==> config.mk <==
export PLATFORM = sky130hd
export DESIGN_NAME = noc_input_buffer
export DESIGN_NICKNAME = d
export VERILOG_FILES = /design/src/rtl/noc_input_buffer.sv
export SDC_FILE = /design/constraint.sdc
export NUM_CORES = 1
export LEC_CHECK = 0
export CORE_ASPECT_RATIO = 0.75
export CORE_MARGIN = 8
export CORE_UTILIZATION = 40
export CTS_CLUSTER_SIZE = 12
export DETAILED_ROUTE_END_ITERATION = 16
export REMOVE_ABC_BUFFERS = 1
export SYNTH_ARGS = -nofsm -noshare
export SYNTH_HDL_FRONTEND = slang
export SYNTH_SLANG_ARGS = --single-unit
export TNS_END_PERCENT = 10
==> constraint.sdc <==
create_clock -name clk -period 5 [get_ports clk]
set_input_delay 0.75 -clock clk [delete_from_list [all_inputs] [get_ports clk]]
set_output_delay 0.75 -clock clk [all_outputs]
set_load 0.02 [all_outputs]
==> src/rtl/noc_input_buffer.sv <==
// -----------------------------------------------------------------------------
// noc_input_buffer
//
// Receive side of a router-to-router flit link. Incoming flits are queued in a
// DEPTH-entry FIFO and the head flit is shown to the local switch allocator.
// The allocator sees the flit itself and a one-hot XY route label for it.
// Upstream is held off with `full`. The head is popped when the allocator
// raises `ready`.
//
// Flit layout (DATASIZE = 40):
//   src[39:36] dst[35:32] timestamp[31:24] data[23:2] type[1:0]
//   dst = {dx[1:0], dy[1:0]}
//
// Ports:
//   clk        in   clock, all state changes on the rising edge
//   rst_n      in   synchronous active-low reset
//   data_in    in   flit from the upstream output register
//   data_valid in   data_in holds a valid flit
//   full       out  back-pressure; upstream holds its flit while high
//   ready      in   allocator takes the head flit this cycle
//   label      out  route of the head flit:
//                     1000 W, 0100 N, 0010 E, 0001 S, 0000 local,
//                     1111 when the FIFO is empty
//   data_out   out  head flit, 0 when empty
//   count      out  occupancy, 0..DEPTH
//
// Optional build macro:
//   IBUF_POP_BYPASS_EN
//     When defined, a full buffer that is being popped also accepts a new flit
//     on the same edge, so the one-cycle bubble disappears. The cost is a
//     combinational path from ready to full.
// -----------------------------------------------------------------------------
module noc_input_buffer #(
    parameter int DEPTH    = 8,
    parameter int WIDTH    = 3,
    parameter int DATASIZE = 40,
    parameter int X_POS    = 0,
    parameter int Y_POS    = 0
) (
    input  logic                clk,
    input  logic                rst_n,
    input  logic [DATASIZE-1:0] data_in,
    input  logic                data_valid,
    output logic                full,
    input  logic                ready,
    output logic [3:0]          label,
    output logic [DATASIZE-1:0] data_out,
    output logic [WIDTH:0]      count
);

    localparam logic [WIDTH:0] DEPTH_CNT = (WIDTH+1)'(DEPTH);
    localparam logic [1:0]     X_COORD   = 2'(X_POS);
    localparam logic [1:0]     Y_COORD   = 2'(Y_POS);

    // Bit positions of the destination coordinates inside a flit.
    localparam int DX_HI = DATASIZE - 5;
    localparam int DY_HI = DATASIZE - 7;

    logic [DATASIZE-1:0] mem [DEPTH];
    logic [WIDTH-1:0]    rd_ptr_reg;
    logic [WIDTH-1:0]    wr_ptr_reg;
    logic [WIDTH:0]      count_reg;

    logic                full_int;
    logic                push;
    logic                pop;
    logic                not_empty;
    logic [DATASIZE-1:0] head;
    logic [1:0]          dx;
    logic [1:0]          dy;

    assign not_empty = (count_reg != '0);

`ifdef IBUF_POP_BYPASS_EN
    // A pop frees the slot that the incoming flit lands in on the same edge.
    // When the buffer is full, wr_ptr equals rd_ptr, so that slot is the head.
    // Its old contents are read out before the edge and overwritten at it.
    assign full_int = (count_reg == DEPTH_CNT) & ~ready;
`else
    // Decoded from the registered count only, so ready never reaches full.
    assign full_int = (count_reg == DEPTH_CNT);
`endif

    assign push = data_valid & ~full_int;
    assign pop  = ready & not_empty;

    // Pointer and occupancy state.
    always_ff @(posedge clk) begin
        if (!rst_n) begin
            rd_ptr_reg <= '0;
            wr_ptr_reg <= '0;
            count_reg  <= '0;
        end else begin
            if (push) begin
                wr_ptr_reg <= wr_ptr_reg + 1'b1;
            end
            if (pop) begin
                rd_ptr_reg <= rd_ptr_reg + 1'b1;
            end
            case ({push, pop})
                2'b10:   count_reg <= count_reg + 1'b1;
                2'b01:   count_reg <= count_reg - 1'b1;
                default: count_reg <= count_reg;
            endcase
        end
    end

    // Storage has no reset. A write is suppressed while reset is asserted, so
    // a flit offered during reset is dropped rather than left behind as stale.
    always_ff @(posedge clk) begin
        if (rst_n && push) begin
            mem[wr_ptr_reg] <= data_in;
        end
    end

    // The head is read asynchronously so that a flit pushed into an empty
    // buffer is visible on the very next cycle.
    assign head     = mem[rd_ptr_reg];
    assign data_out = not_empty ? head : '0;
    assign count    = count_reg;
    assign full     = full_int;

    assign dx = head[DX_HI -: 2];
    assign dy = head[DY_HI -: 2];

    // XY dimension-order routing: resolve X first, then Y.
    always_comb begin
        label = 4'b1111;
        if (not_empty) begin
            if (dx > X_COORD) begin
                label = 4'b0010;
            end else if (dx < X_COORD) begin
                label = 4'b1000;
            end else if (dy > Y_COORD) begin
                label = 4'b0001;
            end else if (dy < Y_COORD) begin
                label = 4'b0100;
            end else begin
                label = 4'b0000;
            end
        end
    end

endmodule

# [Yosys cells after proc, flatten, opt, wreduce, memory -nomap -nowiden]
# Memories as Yosys holds them, arrays and structs flattened. A register that Yosys moved wholly into a read port is not among the register bits.
# Index checks and enable logic that the tools add are counted.
[totals] ff_bits=10 latchBits=0 ram_bits=320 romBits=0 in_bits=44 output_inout_bits=49 elab_cells=32 mem_count=1
[memory_table] name="mem" depth=8 width=40 read_ports=1 rd_ports_with_merged_regs=1 wr=1 line="59" source="logic [DATASIZE-1:0] mem [DEPTH];"
[op_classes] n_addsub=4 mul=0 n_div=0 magnitude_cmp=4 n_eq_ne=3 shifts=0 n_mux=11 n_bitwise=3 reduce_logical=3
[op_table] op="40-bit two-way mux" count=1
[op_table] op="3-bit two-way mux" count=4
[op_table] op="4-bit two-way mux" count=3
[op_table] op="4-bit case mux with 2 select lines" count=1
[op_table] op="3-bit by 1-bit adder with 3-bit output (second input constant)" count=2
[op_table] op="4-bit by 1-bit adder with 4-bit output (second input constant)" count=1
[op_table] op="4-bit == test (second input constant)" count=1
[op_table] op="2-bit by 1-bit > comparator with 1-bit output (second input constant)" count=2
[op_table] op="2-bit by 1-bit < comparator with 1-bit output (second input constant)" count=2
[op_table] op="4-bit nonzero test" count=1
[op_table] op="4-bit by 1-bit subtractor with 4-bit output (second input constant)" count=1
[op_table] op="1-bit AND" count=2
[op_table] op="2-bit by 1-bit == test with 1-bit output (second input constant)" count=1
[op_table] op="2-bit == test (second input constant)" count=1
[op_table] op="1-bit two-way mux" count=2
[op_table] op="2-bit nonzero test" count=1
[op_table] op="1-bit logical AND" count=1
[op_table] op="1-bit NOT" count=1

# [Depth between registers and ports, before layout]
# Gate-level depths: netlist (run 1).
[logic_depth] depth_word=6 ltp_mapped=9 depth_no_buf=8

# [Worst setup path before layout (run 1)]
# No wires, ideal clock.
[synth_timing] path_kind="reg-to-reg" start="register count_reg[0], in the netlist count[0]" end="memory mem[4][0] (enable)" setup_time_ps=487 arrival_time_ps=3898 required_time_ps=4513 path_slack_ps=614 path_stages_with_launch=5 path_buffers=0 synth_period_minus_slack_ps=4386 path_cell_list="dfxtp_1 > or4b_1 > nand2_1 > or2_2 > nor3_1"
[synth_between] elab_chain_cells=6
[synth_lines] item="start, declared" line="62" source="logic [WIDTH:0] count_reg;"
[synth_lines] item="start signal, assigned" line="101" source="2'b10: count_reg <= count_reg + 1'b1;"
[synth_lines] item="start signal, assigned" line="102" source="2'b01: count_reg <= count_reg - 1'b1;"
[synth_lines] item="start signal, assigned" line="103" source="default: count_reg <= count_reg;"
[synth_lines] item="4-bit == test" line="81" source="assign full_int = (count_reg == DEPTH_CNT);"
[synth_lines] item="1-bit NOT" line="84" source="assign push = data_valid & ~full_int;"
[synth_lines] item="1-bit AND" line="84"
[synth_lines] item="1-bit logical AND" line="111" source="if (rst_n && push) begin"
[synth_lines] item="1-bit two-way mux" line="111"
[synth_lines] item="1-bit two-way mux (implied by the code)" line="112" source="mem[wr_ptr_reg] <= data_in;"
[synth_lines] item="end, declared" line="59"
# Every way passes these cells.

==> results of run 1 <==
[final timing paths]
path                              start                     to  slack (ps)  depth (start not counted)
setup reg to reg  count[1]$_SDFFE_PN0P_   mem[6][29]$_DFFE_PP_        2320                          5
hold / removal    count[3]$_SDFFE_PN0P_  count[3]$_SDFFE_PN0P_         510                          2
setup / recovery              flip-flop           data_out[24]         900                          5
hold reg to reg   count[3]$_SDFFE_PN0P_  count[3]$_SDFFE_PN0P_         510                          2
[metal layers]
metal	track usage (%)	part of all wire, %	vias to the layer above
met4	3.15	1.5	4
met1	17.9	45	3103
li1	-	-	2672
met3	2.75	4.1	41
met2	23.9	49	113
met5	0	0.11	-
[where the power goes]
part / total (mW) / switching, mW / internal, mW
clock: 2.34 / 0.962 / 1.38
combinational: 1.67 / 0.877 / 0.792
sequential: 3.27 / 0.123 / 3.14
total: 7.27 / 1.96 / 5.31
[Yosys cell counts, types with 6 or more instances]
library cell,number
sky130_fd_sc_hd__dfxtp_1,13
sky130_fd_sc_hd__clkbuf_1,7
sky130_fd_sc_hd__buf_2,8
sky130_fd_sc_hd__and2_1,6
sky130_fd_sc_hd__mux2i_1,43
sky130_fd_sc_hd__nand3_1,6
sky130_fd_sc_hd__edfxtp_1,320
sky130_fd_sc_hd__mux4_2,32
sky130_fd_sc_hd__nor2_1,46
sky130_fd_sc_hd__mux4_1,48
sky130_fd_sc_hd__nand2_1,9
sky130_fd_sc_hd__buf_6,9
[cell families (layout without fill, tap and decap cells)]
group                      after synthesis  in the layout  share of synthesized area (%)
AOI/OAI and AO/OA                        7              7                          0.355
xor gates and xnor gates                 5              5                          0.336
muxes                                  123            123                           18.5
DFF                                    333            333                           75.6
adders and majority gates                6              6                          0.633
buffers and inverters                   34            162                           1.81
and+or+nand+nor                         79             79                           2.72
[metrics by stage]
stage / hold slack [ps] / util, % / area (um^2) / cells
global placement: 484 / 44.9 / 14500 / 1106
detailed placement: 502 / 44.9 / 14500 / 1106
CTS: 513 / 48.0 / 15500 / 1157
finish: 513 / 48.0 / 15500 / 1157
floorplan: 469 / - / 12800 / 558
global route: 546 / 48.0 / 15500 / 1157
[critical path, delay by kind of cell, from the launching register on]
family	cells	cell delay (ps)
buf+inv	2	1060
flops	1	880
mux	2	800
simple gates	1	70
[cell type report]
cell class                 count  area (um^2)
fill                        2665        16800
sequential                   333         9880
multi-input combinational    220         2990
timing repair buffer         106         1030
clock buffer                  43          948
tap                          442          553
clock inverter                 8         60.1
inverter                       5         18.8
==> results_tabular.tex, run 1 <==
\begin{tabular}{lr}
\hline
Metric & Value \\
\hline
\multicolumn{2}{l}{\textbf{CTS}} \\
\quad CTS buffer count & 35 \\
\quad CTS H-tree depth & 2 \\
\quad TritonCTS clock tree & yes \\
\quad Buffer count from post-CTS setup fixing & 0 \\
\quad Clock transition at path regs & 60 ps \\
\quad Number of buffers on the longest clock path & 3 \\
\quad Clk\_lat worst skew & 490 ps \\
\quad Hold\_buf cts & 0 \\
\quad Cell at the root of the clock tree & sky130\_fd\_sc\_hd\_\_clkbuf\_16 \\
\quad Clock net sink count & 333 \\
\quad Post-cts gate resize count & 0 \\
\multicolumn{2}{l}{\textbf{Global route}} \\
\quad Total congestion overflow & 0 \\
\quad Pin count of the biggest net entering global routing & 65 \\
\quad Wire length of the first global-routing pass & 39,800 um \\
\quad Via count of the first global-routing pass & 6,418 \\
\quad Total global-route track usage & 13.8\% \\
\quad Antenna violations before repair & 3 \\
\multicolumn{2}{l}{\textbf{Setup path}} \\
\quad Slowest stage delay, CP & 880 ps \\
\quad Worst EP arrival & 3350 ps \\
\quad Largest fanout on the critical path & 46 \\
\quad Data required, critical path & 4250 ps \\
\quad Class of the most critical setup path & flip-flop to output port \\
\quad Sort of element at the start of the critical path & flip-flop \\
\quad Standard cell with the maximum stage delay on the critical path & sky130\_fd\_sc\_hd\_\_dfxtp\_4 \\
\quad Endpoint type of the worst setup path & output port \\
\quad Cell chain of the critical path & buf\_4 -> mux4\_1 -> mux2i\_1 -> nor2\_1 -> clkdlybuf4s50\_1 \\
\multicolumn{2}{l}{\textbf{Synth}} \\
\quad FF+latch count, synth & 333 \\
\quad Average cell area after synthesis & 22.2 um\^{}2 \\
\quad Prevailing post-synth register cell & sky130\_fd\_sc\_hd\_\_edfxtp\_1 \\
\quad Post-Synthesis Cell Area & 13,000 um\^{}2 \\
\quad Async set or reset register ratio after synthesis & 0\% \\
\quad Synth top area share & 73.7\% \\
\quad Part of the Yosys area used for sequential elements & 75.6\% \\
\quad Number of synthesized flops with an enable pin & 320 \\
\quad Number of warning messages in the yosys log & 0 \\
\quad Top post-synthesis cells by area & sky130\_fd\_sc\_hd\_\_edfxtp\_1 (74\%), sky130\_fd\_sc\_hd\_\_mux4\_1 (9.7\%), sky130\_fd\_sc\_hd\_\_mux4\_2 (5.5\%) \\
\quad Synthesized instance count & 587 \\
\quad Number of distinct library cell variants in the gate-level netlist after synthesis & 32 \\
\quad Post-synth top area cell & sky130\_fd\_sc\_hd\_\_edfxtp\_1 \\
\multicolumn{2}{l}{\textbf{Die}} \\
\quad Die ar. & 38,700 um\^{}2 \\
\quad Ports & 93 \\
\quad Std-Cell Rows & 57 \\
\quad Die height & 172 um \\
\quad Initial core utilization & 40.5\% \\
\quad Core region area & 32,200 um\^{}2 \\
\quad Die X-Extent & 225 um \\
\multicolumn{2}{l}{\textbf{Timing}} \\
\quad Number of max-slew violations in the final report & 0 \\
\quad Final critical-path share of the clock period & 82.0\% \\
\quad Endpoints failing hold & 0 \\
\quad Worst rel slew slack & 29.1\% \\
\quad Sum of negative setup slack & 0 ps \\
\quad Worst clock skew & 17.8 ps \\
\quad Final setup viols & 0 \\
\quad Final critical-path setup slack & 899 ps \\
\quad RSZ-0062 raised after global routing & false \\
\quad Time the worst path needs with I/O delays and setup & 4100 ps \\
\quad Actual slew at the worst max-slew pin & 1060 ps \\
\quad Maximum clock frequency & 244 MHz \\
\multicolumn{2}{l}{\textbf{Route}} \\
\quad Mean routed wirelength per cell & 23.0 um \\
\quad Total DRC errors in the routed layout & 0 \\
\quad Iteration-0 DRC Markers & 236 \\
\quad Mean number of vias per cell & 5.13 \\
\quad First-pass DRT Iterations & 4 \\
\quad Routed wire length & 26,600 um \\
\quad Total via count in the routed design & 5,933 \\
\quad Post-detailed-route count of antenna-violating nets & 0 \\
\multicolumn{2}{l}{\textbf{Power}} \\
\quad Post-layout power & 7.27 mW \\
\quad Power density relative to cell area & 470 nW/um\^{}2 \\
\quad Pleak & 4.83 nW \\
\quad Highest ir drop seen on vdd & 0.000307 V \\
\multicolumn{2}{l}{\textbf{Placement}} \\
\quad Placer congestion estimate & 0.697 \\
\quad Pre-CTS setup slack & 1350 ps \\
\quad Final HPWL DP & 14,200 um \\
\quad Port Buffers & 92 \\
\multicolumn{2}{l}{\textbf{Min path}} \\
\quad Worst Hold Class & flip-flop to flip-flop \\
\multicolumn{2}{l}{\textbf{Layout}} \\
\quad Synth-to-Final Area Change & 18.6\% \\
\quad Commonest cells after routing, fill and taps aside & sky130\_fd\_sc\_hd\_\_edfxtp\_1 (320), sky130\_fd\_sc\_hd\_\_clkdlybuf4s50\_1 (92), sky130\_fd\_sc\_hd\_\_mux4\_1 (48) \\
\quad Proportion of layout cells with a drive suffix above 1 & 14.3\% \\
\quad Commonest non-fill, non-tap cell in the layout & sky130\_fd\_sc\_hd\_\_edfxtp\_1 \\
\quad Number of nets in the final layout & 751 \\
\quad Ant. Diodes & 0 \\
\quad Max reg flops & 320 \\
\multicolumn{2}{l}{\textbf{Outcome}} \\
\quad Status & completed \\
\multicolumn{2}{l}{\textbf{Flow run}} \\
\quad \# Max-Cap Violations & 0 \\
\hline
\end{tabular}
Power figures use the tool's default switching activity.
==> inputs of run 2 (changes only) <==
- clock period: 5 -> 3.6 ns (I/O delays scaled with it)
==> run 2 against run 1 <==
  * Sequential share of layout area down 0.66 points
  * Critical path type unchanged
  * Flip-flop and latch count did not move
  * Critical endpoint is now data_out[33]
  * Clock skew shrank 4.7 ps
  * Die area unchanged
  * Critical path depth is the same
==> results_tabular.tex, run 2 (same netlist as run 1, synthesis figures left out) <==
\begin{tabular}{lr}
\hline
Metric & Value \\
\hline
\multicolumn{2}{l}{\textbf{Outcome}} \\
\quad Status & completed \\
\multicolumn{2}{l}{\textbf{Power}} \\
\quad Power density relative to cell area & 650 nW/um\^{}2 \\
\quad Pleak & 4.90 nW \\
\quad Highest ir drop seen on vdd & 0.000339 V \\
\multicolumn{2}{l}{\textbf{CTS}} \\
\quad Cell at the root of the clock tree & sky130\_fd\_sc\_hd\_\_clkbuf\_16 \\
\quad Hold\_buf cts & 0 \\
\quad TritonCTS clock tree & yes \\
\quad Clock transition at path regs & 60 ps \\
\quad Number of buffers on the longest clock path & 3 \\
\quad CTS buffer count & 34 \\
\quad CTS H-tree depth & 2 \\
\quad Clk\_lat worst skew & 510 ps \\
\quad Clock net sink count & 333 \\
\quad Post-cts gate resize count & 0 \\
\quad Buffer count from post-CTS setup fixing & 0 \\
\multicolumn{2}{l}{\textbf{Die}} \\
\quad Die ar. & 38,700 um\^{}2 \\
\quad Core region area & 32,200 um\^{}2 \\
\quad Std-Cell Rows & 57 \\
\quad Die height & 172 um \\
\quad Die X-Extent & 225 um \\
\quad Initial core utilization & 40.5\% \\
\quad Ports & 93 \\
\multicolumn{2}{l}{\textbf{Min path}} \\
\quad Hold path startpoint & wr\_ptr\_reg[0]\$\_SDFFE\_PN0P\_ \\
\quad Worst Hold Class & flip-flop to flip-flop \\
\multicolumn{2}{l}{\textbf{Route}} \\
\quad Routed wire length & 27,000 um \\
\quad Total DRC errors in the routed layout & 0 \\
\quad Iteration-0 DRC Markers & 421 \\
\quad Mean routed wirelength per cell & 23.2 um \\
\quad Post-detailed-route count of antenna-violating nets & 0 \\
\quad Mean number of vias per cell & 5.15 \\
\quad Total via count in the routed design & 6,001 \\
\quad First-pass DRT Iterations & 4 \\
\multicolumn{2}{l}{\textbf{Global route}} \\
\quad Total congestion overflow & 0 \\
\quad Via count of the first global-routing pass & 6,609 \\
\quad Pin count of the biggest net entering global routing & 36 \\
\quad Wire length of the first global-routing pass & 40,700 um \\
\quad Antenna violations before repair & 2 \\
\quad Total global-route track usage & 14.1\% \\
\multicolumn{2}{l}{\textbf{Layout}} \\
\quad Synth-to-Final Area Change & 19.9\% \\
\quad Commonest cells after routing, fill and taps aside & sky130\_fd\_sc\_hd\_\_edfxtp\_1 (320), sky130\_fd\_sc\_hd\_\_clkdlybuf4s50\_1 (92), sky130\_fd\_sc\_hd\_\_mux4\_1 (48) \\
\quad Post-route core utilization & 48.5\% \\
\quad Number of nets in the final layout & 761 \\
\quad Number of standard cells in the layout, taps in and fillers out & 1,166 \\
\quad Proportion of layout cells with a drive suffix above 1 & 15.5\% \\
\quad Ant. Diodes & 0 \\
\quad Commonest non-fill, non-tap cell in the layout & sky130\_fd\_sc\_hd\_\_edfxtp\_1 \\
\quad Max reg flops & 320 \\
\multicolumn{2}{l}{\textbf{Setup path}} \\
\quad Sort of element at the start of the critical path & flip-flop \\
\quad Standard cell with the maximum stage delay on the critical path & sky130\_fd\_sc\_hd\_\_or4\_4 \\
\quad Reg-to-reg critical path startpoint & count[0]\$\_SDFFE\_PN0P\_ \\
\quad Cell chain of the critical path & or4\_4 -> inv\_2 -> buf\_4 -> nor2\_1 -> clkdlybuf4s50\_1 \\
\quad Endpoint type of the worst setup path & output port \\
\quad Setup slack, reg-to-reg & 1020 ps \\
\quad Worst setup path start & count[0]\$\_SDFFE\_PN0P\_ \\
\quad Worst EP arrival & 2850 ps \\
\quad Slowest stage delay, CP & 590 ps \\
\quad Class of the most critical setup path & flip-flop to output port \\
\quad Largest fanout on the critical path & 18 \\
\quad Data required, critical path & 3060 ps \\
\multicolumn{2}{l}{\textbf{Placement}} \\
\quad Final HPWL DP & 15,500 um \\
\quad Cells after DPL & 1,116 \\
\quad Port Buffers & 92 \\
\quad Placer congestion estimate & 0.686 \\
\multicolumn{2}{l}{\textbf{Timing}} \\
\quad Maximum clock frequency & 295 MHz \\
\quad Sum of negative setup slack & 0 ps \\
\quad Worst clock skew & 13.1 ps \\
\quad RSZ-0062 raised after global routing & false \\
\quad Time the worst path needs with I/O delays and setup & 3390 ps \\
\quad Number of max-slew violations in the final report & 0 \\
\quad Final critical-path share of the clock period & 94.1\% \\
\quad Final setup viols & 0 \\
\quad Actual slew at the worst max-slew pin & 583 ps \\
\quad Endpoints failing hold & 0 \\
\quad Worst hold margin & 512 ps \\
\quad Worst rel slew slack & 61.1\% \\
\multicolumn{2}{l}{\textbf{Flow run}} \\
\quad \# Max-Cap Violations & 0 \\
\hline
\end{tabular}
[run 2: cell count changes in the layout (fill, tap and decap cells not counted), sizes merged]
cell	delta
buf	+11
bufinv	-1
clkbuf	+3
clkinv	-4
[run 2: path summary, 6_finish.rpt]
kind	endpoint	depth (start not counted)
worst max-delay path	data_out[33]	5
worst min-delay path	wr_ptr_reg[0]$_SDFFE_PN0P_	2
worst max register to register	count[3]$_SDFFE_PN0P_	8
worst min register to register	wr_ptr_reg[0]$_SDFFE_PN0P_	2
[run 2: through the flow]
stage          setup slack, ps  total power, mW  area, um^2
2_1_floorplan             -976             5.90       12800
3_3_place_gp               636             7.04       14600
3_5_place_dp               620             7.08       14600
4_1_cts                   65.3             10.3       15600
5_1_grt                   59.5             10.6       15600
6_report                   212             10.2       15600
[run 2: layout make-up]
cell class | count | area [um^2]
Clock inverter | 3 | 12.5
Fill cell | 2660 | 16600
Tap cell | 442 | 553
Multi-Input combinational cell | 220 | 2990
Inverter | 5 | 18.8
Sequential cell | 333 | 9880
Timing Repair Buffer | 117 | 1200
Clock buffer | 46 | 980
[run 2: critical path, delay by kind of cell, from the launching register on]
family | cells | cell delay [ps]
DFF | 1 | 360
and+or+nand+nor | 2 | 690
buffers and inverters | 3 | 1280
[run 2: metal layers]
| metal | vias up | track usage, % | share of wire, % |
|---|---|---|---|
| met2 | 144 | 24.6 | 50 |
| met1 | 3105 | 17.8 | 43 |
| met4 | 4 | 3.58 | 1.6 |
| met3 | 46 | 3.32 | 5.0 |
| met5 | - | 0 | 0.093 |
| li1 | 2702 | - | - |
[run 2: report_power, final]
part           leakage (nW)  switching, mW  internal (mW)
combinational          1.41           1.32           1.16
sequential             3.00          0.104           4.36
clock                 0.486           1.34           1.88
==> inputs of run 3 (changes only) <==
- CAP_MARGIN: default -> 0
- RECOVER_POWER: default -> 50
==> run 3 against run 2 <==
  * Worst setup slack better by 8.2 ps
  * Wire length rose by 0.11%
  * Utilization decreased by 0.074 points
  * Worst hold slack worse by 1.5 ps
  * Global-route usage stayed put
  * Final cell count stayed put
  * Largest cell class unchanged
==> results_tabular.tex, run 3 (same netlist as run 1, synthesis figures left out) <==
\begin{tabular}{lr}
\hline
Metric & Value \\
\hline
\multicolumn{2}{l}{\textbf{Timing}} \\
\quad Number of max-slew violations in the final report & 0 \\
\quad RSZ-0062 raised after global routing & false \\
\quad Worst rel slew slack & 27.8\% \\
\quad Time the worst path needs with I/O delays and setup & 3380 ps \\
\quad Worst clock skew & 12.0 ps \\
\quad Worst hold margin & 510 ps \\
\quad Final critical-path share of the clock period & 93.9\% \\
\quad Final setup viols & 0 \\
\quad Final critical-path setup slack & 220 ps \\
\quad Maximum clock frequency & 296 MHz \\
\quad Actual slew at the worst max-slew pin & 1080 ps \\
\quad Sum of negative setup slack & 0 ps \\
\quad Endpoints failing hold & 0 \\
\multicolumn{2}{l}{\textbf{Placement}} \\
\quad Cells after DPL & 1,116 \\
\quad Port Buffers & 92 \\
\quad Placed Instance Area & 14,600 um\^{}2 \\
\quad Pre-CTS setup slack & 620 ps \\
\quad Final HPWL DP & 15,500 um \\
\quad Placer congestion estimate & 0.686 \\
\multicolumn{2}{l}{\textbf{Die}} \\
\quad Initial core utilization & 40.5\% \\
\quad Core region area & 32,200 um\^{}2 \\
\quad Die ar. & 38,700 um\^{}2 \\
\quad Die X-Extent & 225 um \\
\quad Ports & 93 \\
\quad Std-Cell Rows & 57 \\
\quad Die height & 172 um \\
\multicolumn{2}{l}{\textbf{Setup path}} \\
\quad Largest fanout on the critical path & 18 \\
\quad Data required, critical path & 3060 ps \\
\quad Endpoint type of the worst setup path & output port \\
\quad Number of cells on the worst reg-to-reg path & 5 \\
\quad Worst EP arrival & 2840 ps \\
\quad Standard cell with the maximum stage delay on the critical path & sky130\_fd\_sc\_hd\_\_or4\_4 \\
\quad Slowest stage delay, CP & 590 ps \\
\quad Reg2Reg Capture Point & mem[6][21]\$\_DFFE\_PP\_ \\
\quad Setup slack, reg-to-reg & 760 ps \\
\quad Sort of element at the start of the critical path & flip-flop \\
\quad Class of the most critical setup path & flip-flop to output port \\
\quad Reg-to-reg critical path startpoint & count[1]\$\_SDFFE\_PN0P\_ \\
\quad Worst path buffer plus inverter count & 3 \\
\quad Cell chain of the critical path & or4\_4 -> inv\_2 -> buf\_4 -> nor2\_1 -> clkdlybuf4s50\_1 \\
\quad Largest delay contributor family on the critical path & buffers and inverters \\
\multicolumn{2}{l}{\textbf{Route}} \\
\quad Iteration-0 DRC Markers & 452 \\
\quad Mean routed wirelength per cell & 23.2 um \\
\quad Post-detailed-route count of antenna-violating nets & 0 \\
\quad First-pass DRT Iterations & 4 \\
\quad Routed wire length & 27,000 um \\
\quad Mean number of vias per cell & 5.18 \\
\quad Total via count in the routed design & 6,038 \\
\quad Total DRC errors in the routed layout & 0 \\
\multicolumn{2}{l}{\textbf{Layout}} \\
\quad Proportion of layout cells with a drive suffix above 1 & 14.8\% \\
\quad Post-route core utilization & 48.4\% \\
\quad Synth-to-Final Area Change & 19.7\% \\
\quad Ant. Diodes & 0 \\
\quad Fill cell total of the finished layout & 2,665 \\
\quad Commonest non-fill, non-tap cell in the layout & sky130\_fd\_sc\_hd\_\_edfxtp\_1 \\
\quad Cell area after layout & 15,600 um\^{}2 \\
\quad Commonest cells after routing, fill and taps aside & sky130\_fd\_sc\_hd\_\_edfxtp\_1 (320), sky130\_fd\_sc\_hd\_\_clkdlybuf4s50\_1 (51), sky130\_fd\_sc\_hd\_\_mux4\_1 (48) \\
\quad Number of standard cells in the layout, taps in and fillers out & 1,166 \\
\quad Number of nets in the final layout & 761 \\
\quad Max reg flops & 320 \\
\multicolumn{2}{l}{\textbf{CTS}} \\
\quad Hold\_buf cts & 0 \\
\quad Number of buffers on the longest clock path & 3 \\
\quad Clock transition at path regs & 60 ps \\
\quad CTS H-tree depth & 2 \\
\quad TritonCTS clock tree & yes \\
\quad Clk\_lat worst skew & 510 ps \\
\quad Cell at the root of the clock tree & sky130\_fd\_sc\_hd\_\_clkbuf\_16 \\
\quad Clock net sink count & 333 \\
\quad CTS buffer count & 34 \\
\multicolumn{2}{l}{\textbf{Power}} \\
\quad Highest ir drop seen on vdd & 0.000338 V \\
\quad Pleak & 4.90 nW \\
\quad Power density relative to cell area & 650 nW/um\^{}2 \\
\quad Post-layout power & 10.1 mW \\
\multicolumn{2}{l}{\textbf{Min path}} \\
\quad Worst Hold Class & flip-flop to flip-flop \\
\quad Worst Hold Depth & 2 \\
\quad Hold-critical path endpoint & wr\_ptr\_reg[0]\$\_SDFFE\_PN0P\_ \\
\quad Hold path startpoint & wr\_ptr\_reg[0]\$\_SDFFE\_PN0P\_ \\
\multicolumn{2}{l}{\textbf{Global route}} \\
\quad Wire length of the first global-routing pass & 40,700 um \\
\quad Pin count of the biggest net entering global routing & 36 \\
\quad Total congestion overflow & 0 \\
\quad Total global-route track usage & 14.1\% \\
\quad Antenna violations before repair & 5 \\
\quad Via count of the first global-routing pass & 6,609 \\
\multicolumn{2}{l}{\textbf{Flow run}} \\
\quad \# Max-Cap Violations & 0 \\
\multicolumn{2}{l}{\textbf{Outcome}} \\
\quad Status & completed \\
\hline
\end{tabular}
## run 3: repair_timing
| action | in CTS | in global routing |
|---|---|---|
| buffers inserted | 0 | 1 |
| endpoints found under the setup margin | 0 | 4 |
| resized for setup | 0 | 0 |
## run 3: worst max-delay path by stage
stage / to / from / cells past startpoint / slack (ps)
finish: data_out[33] / count[0]$_SDFFE_PN0P_ / 5 / 220
global route: data_out[33] / count[0]$_SDFFE_PN0P_ / 5 / 60
CTS: label[0] / flip-flop / 4 / 70
detailed placement: label[0] / flip-flop / 4 / 620
global placement: label[0] / flip-flop / 4 / 640
floorplan: label[0] / flip-flop / 4 / -980
## run 3: tightest hold or removal path, stage by stage (launching register included)
cell and delay, ps:
sky130_fd_sc_hd__dfxtp_1 330, sky130_fd_sc_hd__nand2_1 60, sky130_fd_sc_hd__a21boi_0 70
## run 3: power by group
part	total (mW)	switching, mW	internal (mW)
registers	4.47	0.104	4.36
logic	2.47	1.31	1.15
clock network	3.21	1.33	1.88
total	10.1	2.75	7.39
## run 3: cell type report
type                    count  area (um^2)  area share, %
flip-flops and latches    333         9880           63.3
multi-input cells         220         2970           19.0
clock inverters             3         12.5         0.0801
inverters                   5         18.8          0.120
well taps                 442          553           3.54
clock buffers              46          980           6.27
repair buffers            117         1200           7.68
## run 3: metal layers
metal,vias up,global-route usage (%),share of wire (%)
li1,2708,-,-
met1,3144,17.8,44
met2,131,24.6,50
met3,49,3.32,4.5
met4,6,3.58,1.7
met5,-,0,0.13
